==> config.mk <==
export PLATFORM = sky130hd
export DESIGN_NAME = io_input_conditioner
export DESIGN_NICKNAME = d
export VERILOG_FILES = /design/src/rtl/io_pkg.sv /design/src/rtl/io_debounce_bit.sv /design/src/rtl/io_input_conditioner.sv
export SDC_FILE = /design/constraint.sdc
export NUM_CORES = 1
export LEC_CHECK = 0
export ABC_AREA = 1
export CAP_MARGIN = 20
export CORE_ASPECT_RATIO = 0.7
export CORE_MARGIN = 3
export CORE_UTILIZATION = 25
export CTS_BUF_LIST = sky130_fd_sc_hd__clkbuf_16
export CTS_CLUSTER_SIZE = 40
export DETAILED_ROUTE_END_ITERATION = 7
export PLACE_DENSITY_LB_ADDON = 0.25
export SYNTH_ARGS = -nofsm -noshare
export SYNTH_HDL_FRONTEND = slang
export SYNTH_SLANG_ARGS = --single-unit
==> constraint.sdc <==
create_clock -name io_clk -period 1.32 [get_ports io_clk]
set_input_delay 0.264 -clock io_clk [delete_from_list [all_inputs] [get_ports io_clk]]
set_output_delay 0.264 -clock io_clk [all_outputs]
set_load 0.05 [all_outputs]
==> src/rtl/io_pkg.sv <==
// Shared constants for the board input conditioner and its port decode.
// Holds register addresses, in_port1 field offsets and the word packer.
package io_pkg;

    localparam logic [31:0] IO_IN_PORT0_ADDR = 32'hC0;
    localparam logic [31:0] IO_IN_PORT1_ADDR = 32'hC4;

    localparam int KEY_LSB = 0;
    localparam int CNT_LSB = 8;

    localparam int DB_CYCLES_DEFAULT = 50000;

    function automatic logic [31:0] pack_port1(
        input logic [7:0] cnt,
        input logic [3:0] key
    );
        logic [31:0] w;
        w = '0;
        w[CNT_LSB +: 8] = cnt;
        w[KEY_LSB +: 4] = key;
        return w;
    endfunction

endpackage

==> src/rtl/io_debounce_bit.sv <==
// One pin: two-flop synchroniser followed by a run-length debouncer.
// INVERT flips the synchronised level so active-low pins debounce as 1 = active.
module io_debounce_bit
    import io_pkg::*;
#(
    parameter int DB_CYCLES = DB_CYCLES_DEFAULT,
    parameter int CNT_W     = $clog2(DB_CYCLES),
    parameter bit RST_VAL   = 1'b0,
    parameter bit INVERT    = 1'b0
) (
    input  logic io_clk,
    input  logic resetn,
    input  logic raw,
    output logic stable
);

    localparam logic [CNT_W-1:0] CNT_MAX = CNT_W'(DB_CYCLES - 1);

    logic             r_s1;
    logic             r_s2;
    logic             r_stable;
    logic [CNT_W-1:0] r_cnt;
    logic             w_in;

    always_ff @(posedge io_clk or negedge resetn) begin
        if (!resetn) begin
            r_s1 <= RST_VAL;
            r_s2 <= RST_VAL;
        end else begin
            r_s1 <= raw;
            r_s2 <= r_s1;
        end
    end

    assign w_in = r_s2 ^ INVERT;

    // Any sample matching the accepted level restarts the run.
    always_ff @(posedge io_clk or negedge resetn) begin
        if (!resetn) begin
            r_stable <= 1'b0;
            r_cnt    <= '0;
        end else if (w_in == r_stable) begin
            r_cnt <= '0;
        end else if (r_cnt == CNT_MAX) begin
            r_stable <= w_in;
            r_cnt    <= '0;
        end else begin
            r_cnt <= r_cnt + CNT_W'(1);
        end
    end

    assign stable = r_stable;

endmodule

==> src/rtl/io_input_conditioner.sv <==
// Board switch/button front end: debounced levels, press strobes, KEY0 count.
// Packs the results into the two words read back through the input port.
module io_input_conditioner
    import io_pkg::*;
#(
    parameter int SW_W      = 10,
    parameter int KEY_W     = 4,
    parameter int DB_CYCLES = DB_CYCLES_DEFAULT,
    parameter int CNT_W     = $clog2(DB_CYCLES)
) (
    input  logic             io_clk,
    input  logic             resetn,
    input  logic [SW_W-1:0]  sw_raw,
    input  logic [KEY_W-1:0] key_raw,
    output logic [31:0]      in_port0,
    output logic [31:0]      in_port1,
    output logic [KEY_W-1:0] key_pulse
);

    localparam int KN = (KEY_W < 4) ? KEY_W : 4;

    logic [SW_W-1:0]  w_sw_db;
    logic [KEY_W-1:0] w_key_db;
    logic [KEY_W-1:0] w_rise;
    logic [3:0]       w_key4;
    logic [KEY_W-1:0] r_key_db_d;
    logic [KEY_W-1:0] r_key_pulse;
    logic [7:0]       r_press_cnt;

    for (genvar g = 0; g < SW_W; g++) begin : g_sw
        io_debounce_bit #(
            .DB_CYCLES (DB_CYCLES),
            .CNT_W     (CNT_W),
            .RST_VAL   (1'b0),
            .INVERT    (1'b0)
        ) u_db (
            .io_clk (io_clk),
            .resetn (resetn),
            .raw    (sw_raw[g]),
            .stable (w_sw_db[g])
        );
    end

    // Keys idle high: sync flops reset released, level inverted to 1 = pressed.
    for (genvar g = 0; g < KEY_W; g++) begin : g_key
        io_debounce_bit #(
            .DB_CYCLES (DB_CYCLES),
            .CNT_W     (CNT_W),
            .RST_VAL   (1'b1),
            .INVERT    (1'b1)
        ) u_db (
            .io_clk (io_clk),
            .resetn (resetn),
            .raw    (key_raw[g]),
            .stable (w_key_db[g])
        );
    end

    assign w_rise = w_key_db & ~r_key_db_d;

    always_ff @(posedge io_clk or negedge resetn) begin
        if (!resetn) begin
            r_key_db_d  <= '0;
            r_key_pulse <= '0;
            r_press_cnt <= '0;
        end else begin
            r_key_db_d  <= w_key_db;
            r_key_pulse <= w_rise;
            r_press_cnt <= r_press_cnt + 8'(w_rise[0]);
        end
    end

    always_comb begin
        w_key4         = '0;
        w_key4[KN-1:0] = w_key_db[KN-1:0];
    end

    assign in_port0  = 32'(w_sw_db);
    assign in_port1  = pack_port1(r_press_cnt, w_key4);
    assign key_pulse = r_key_pulse;

endmodule

== Word-level counts from Yosys, hierarchy flattened ==
Index checks and enable logic that the tools add are counted.

* Register bits after elaboration: 282
* Input bits: 16
* Output and inout port bits: 68
* Word-level logic and storage cells: 164

* Add/sub/neg operators: 15
* Equality and inequality tests: 28
* Multiplexer cells: 28
* Bitwise operators: 20
* Reductions and logical operators: 14

{| class="wikitable"
|+ Operators with widths
! cell !! count
|-
| 16-bit 2-to-1 mux || 28
|-
| 16-bit by 1-bit adder with 16-bit output, second input constant || 14
|-
| 16-bit == test, second input constant || 14
|-
| 2-bit AND reduction || 14
|-
| 1-bit inverter || 18
|-
| 1-bit == test || 14
|-
| 8-bit by 1-bit adder with 8-bit output || 1
|-
| 4-bit AND || 1
|-
| 4-bit inverter || 1
|}

== Logic depth before layout (Yosys ltp) ==
* Depth after elaboration: 4
* Mapped depth: 8
* Depth with buffers taken out: 8

== Cells and area by module ==
From an unflattened synthesis, not the netlist that was laid out.

* Cell total of the unflattened synthesis: 1800
* Area total of the unflattened synthesis: 15173.3 µm²

{| class="wikitable"
|+ By module, submodules not included
! module !! times used !! cells an instance !! area each (µm²) !! sequential area each (µm²)
|-
| io_debounce_bit (g_sw[0].u_db ...) || 10 || 122 || 1029.7 || 475.5
|-
| io_debounce_bit (g_key[0].u_db ...) || 4 || 121 || 994.7 || 478.0
|-
| io_input_conditioner || 1 || 96 || 897.1 || 400.4
|}

== Worst setup path after synthesis ==
Ideal clock, no wire load.

* Kind: flip-flop to flip-flop
* Start: register r_press_cnt[0]
* End: register r_press_cnt[6]
* Setup time: 142 ps
* Arrival: 1472 ps
* Required time: 1178 ps
* Path slack: -295 ps
* Stages on the path, launching flop included: 7
* Buffers on the path: 0
* Clock period less this slack: 1615 ps
* Cell sequence: dfrtp_1 > ha_1 > ha_1 > nand2_1 > nor2_1 > nand3_1 > xnor2_1

* Word-level cells in the longest chain between the ends: 1

{| class="wikitable"
|+ RTL lines
! element !! RTL line !! RTL
|-
| start, declared || io_input_conditioner.sv:28 || <nowiki>logic [7:0] r_press_cnt;</nowiki>
|-
| start signal, assigned || io_input_conditioner.sv:69 || <nowiki>r_press_cnt <= r_press_cnt + 8'(w_rise[0]);</nowiki>
|-
| 8-bit by 1-bit adder with 8-bit output || io_input_conditioner.sv:69 ||
|}

No other way between the ends.
A chain may end at the register's enable or synchronous reset.

== Final worst setup path ==
* Start: register g_key[3].u_db.r_stable
* End: output port in_port1[3]

{| class="wikitable"
|+ RTL lines
! element !! RTL line !! RTL
|-
| start, declared || io_debounce_bit.sv:21 || <nowiki>logic r_stable;</nowiki>
|-
| start signal, assigned || io_debounce_bit.sv:45 || <nowiki>r_stable <= w_in;</nowiki>
|-
| end, declared || io_input_conditioner.sv:16 || <nowiki>output logic [31:0] in_port1,</nowiki>
|}

No word-level cell between the ends.

==> results_dict.tcl <==
set metrics [dict create \
    switching_share_pct 25.3 \
    nFillCells 5677 \
    power_frac_clock_pct 45.6 \
    via_count 13100 \
    grt.total_usage_pct 11.6 \
    num-nets-final 2280 \
    routedWlPerCell_um 12.1 \
    synth_top_area_share_pct 46.4 \
    synth_flop_cell "dfrtp_1" \
    cts_tree "done" \
    cp-endpoint "in_port1[3]" \
    critical_path.top_delay_family "flip-flops" \
    p_sw_mw 4.87 \
    synth_seq_cells 282 \
    drt_pass1_iterations 8 \
    cts_num_sinks 282 \
    syn_avg_cell_area_um2 7.88 \
    layout_min_cycle_time_ns 1.51 \
    p_comb_share_pct 7.9 \
    end_kind "output port" \
    ff2ff_setup_slack_ns -0.06 \
    cts_buffer_depth 3 \
    totalWireLength_um 37100 \
    antenna_found_initial 0 \
    cp_cell_sequence "buf_6, buf_12" \
    rsz0062_at_grt "true" \
    place_ws_ns -0.186 \
    synth_area_mm2 0.0148 \
    drcViolationCount 0 \
    fin_cells 3059 \
    place_congestion 0.860 \
    setup_ws_ns -0.189 \
    worst-endpoint-arrival_ns 1.24 \
    p_leak_nw 10.4 \
    drt-vias-per-instance 4.27 \
    rows 73 \
    io_pins 84 \
    yosysMostFrequentCell "nor2_1" \
    grt_max_degree 51 \
    grt_pass1_vias 12500 \
    dieArea_mm2 0.0621 \
    maxSlewViolCount 0 \
    fin_util_pct 38.2 \
    layout-drive-gt1-share_pct 35.6 \
    hold_viol 0 \
    die_x_um 296 \
    p_int_mw 14.4 \
    htree_levels 2 \
    first_iter_violations 654 \
    num_antenna_cells 0 \
    power.total_mw 19.3 \
    syn-instance-count 1874 \
    finalClockSkew_ns 0.0221 \
    final-setup-viol-count 68 \
    core_region_area_mm2 0.0576 \
    yosys_warnings 0 \
    placedCellCount 2901 \
    synthToLayoutAreaGrowth_pct 48.9 \
    path_buf_inv 2 \
    vdd_drop_max_mv 0.570 \
    synth-edff-count 0 \
    grt_pass1_wl_um 60400 \
    worst_hold_slack_ns 0.121 \
    synth_area_leader_cell "dfrtp_1" \
    initial_utilization_pct 25.6 \
    synthTopCellsByArea "dfrtp_1 46%, nor2_1 12%, nand2_1 9.4%, nand3_1 5.5%, inv_1 5.0%" \
    postSynth.asyncResetShare_pct 100 \
    worst_setup_path_start_kind "flop" \
    port_buffers 41 \
    path_class "reg -> out" \
    cap_violations 0 \
    ant_nets 0 \
    reg2reg_to "g_sw[4].u_db.r_cnt[8]" \
    post-route-period-util_pct 114 \
    cp_max_fo 2 \
    cts-root-buf "clkbuf_16" \
    failed_checks "negative setup slack" \
    overflow 0 \
    cp.depth 2 \
    critical_path.max_stage_delay_ns 0.42 \
    seqCellArea_mm2 0.00710 \
    p_seq_share_pct 46.5 \
    synth.distinct_cells 31 \
    synth_commonest_cells "490 x nor2_1, 368 x nand2_1, 274 x dfrtp_1, 195 x inv_1, 162 x nand3_1" \
    slowest_stage "dfrtp_1" \
    synth_seq_area_share_pct 47.9 \
    r2r-start "g_sw[4].u_db.r_cnt[5]" \
    clk_latency_ns 0.55 \
    ff2ff_path_depth 7 \
    status "finished, violations left" \
    cts_buffers 34 \
    critPathLaunch "g_key[3].u_db.stable" \
    holdCritPathClass "in -> reg" \
    worst_ep_required_time_ns 1.06 \
    clk_pin_slew_ns 0.06 \
    power_density_mw_per_mm2 876 \
    fmax_mhz 663 \
    multiInputGateArea_mm2 0.00881 \
    hpwl_um 25300 \
    die_h_um 209 \
]
[final cells by class]
cell class / instances / area share, %
multi-input combinational: 1375 / 40.1
clock inverter: 25 / 0.677
inverter: 202 / 3.58
sequential: 282 / 32.3
clock buffer: 35 / 3.98
timing repair buffer: 353 / 14.9
tap: 787 / 4.48
[per-layer routing]
metal,GRT usage (%),vias up,share of wire [%]
met3,2.23,43,4.2
met2,16.7,203,45
met4,3.51,0,1.7
met1,17.3,6248,49
met5,0,-,0
li1,-,6575,-
[power groups by stage]
stage                     Sequential, mW  Combinational, mW  Clock (mW)
after global placement              9.05               1.15           0
after CTS                           8.91               1.22        9.20
after floorplan                     9.06              0.665           0
after detailed placement            9.06               1.16           0
after global routing                8.98               1.68        9.56
final                               8.97               1.52        8.78
[worst register-to-register path: stages (launching register included)]
cell     delay [ns]
dfrtp_1        0.42
buf_6          0.14
nor2_4         0.12
nand3_2        0.09
nor2_4         0.17
nand2_4        0.12
nand2_8        0.13
nor2_1         0.07
[worst min path at each step]
stage | start | to | slack [ns] | depth (start not counted)
finish | key_raw[2] | g_key[2].u_db.r_s1 | 0.12 | 1
detailed placement | resetn | r_press_cnt[4] | 0.11 | 1
CTS | key_raw[2] | g_key[2].u_db.r_s1 | 0.06 | 1
floorplan | resetn | g_key[0].u_db.r_cnt[0] | -0.03 | 0
global route | key_raw[2] | g_key[2].u_db.r_s1 | 0.1 | 1
global placement | resetn | r_press_cnt[4] | 0.11 | 1
[what timing repair did]
action                                  in CTS  in global routing
setup buffers                               34                 74
hold buffers                                 1                  0
resized for setup                          142                437
pin swaps                                   42                153
endpoints found under the hold margin      212                  0
endpoints found under the setup margin     181                253
[placed cells by master, fill, tap and decap left out, drive strengths merged, types with 16 or more instances in the layout]
cell type and count:
nor2 492, nand2 385, buf 338, dfrtp 274, inv 211, nand3 166
xor2 66, conb 42, nand4 38, clkbuf 35, xnor2 35, a21oi 34
nor3 23, o21ai 20, a31oi 17, o21bai 16, ha 16
[through the flow]
step	instance area [um2]	setup TNS, ns
after global placement	17900	-6.48
after detailed placement	17900	-8.93
after global routing	22000	-12.80
after floorplan	14900	-0.262
final	22000	-3.80
after CTS	19700	-5.70
[state kept, by name, summed over array words and instances, names as in the netlist]
register and count:
g_sw.u_db.stable 10, g_key.u_db.r_cnt 64, r_key_db_d 4, key_pulse 4
g_key.u_db.r_s2 4, r_press_cnt 8, g_key.u_db.stable 4, g_key.u_db.r_s1 4
g_sw.u_db.r_s2 10, g_sw.u_db.r_cnt 160, g_sw.u_db.r_s1 10
[cells by family after synthesis]
| kind of cell | share of synthesized area (%) |
|---|---|
| XOR/XNOR | 6.50 |
| adder cells (fa/ha/maj) | 1.36 |
| AO/OA/AOI/OAI | 3.72 |
| flip-flops | 47.9 |
| AND/OR/NAND/NOR | 32.6 |
| buffers and inverters | 7.98 |
| other | 0.0254 |
(Power assumes the default switching activity.)
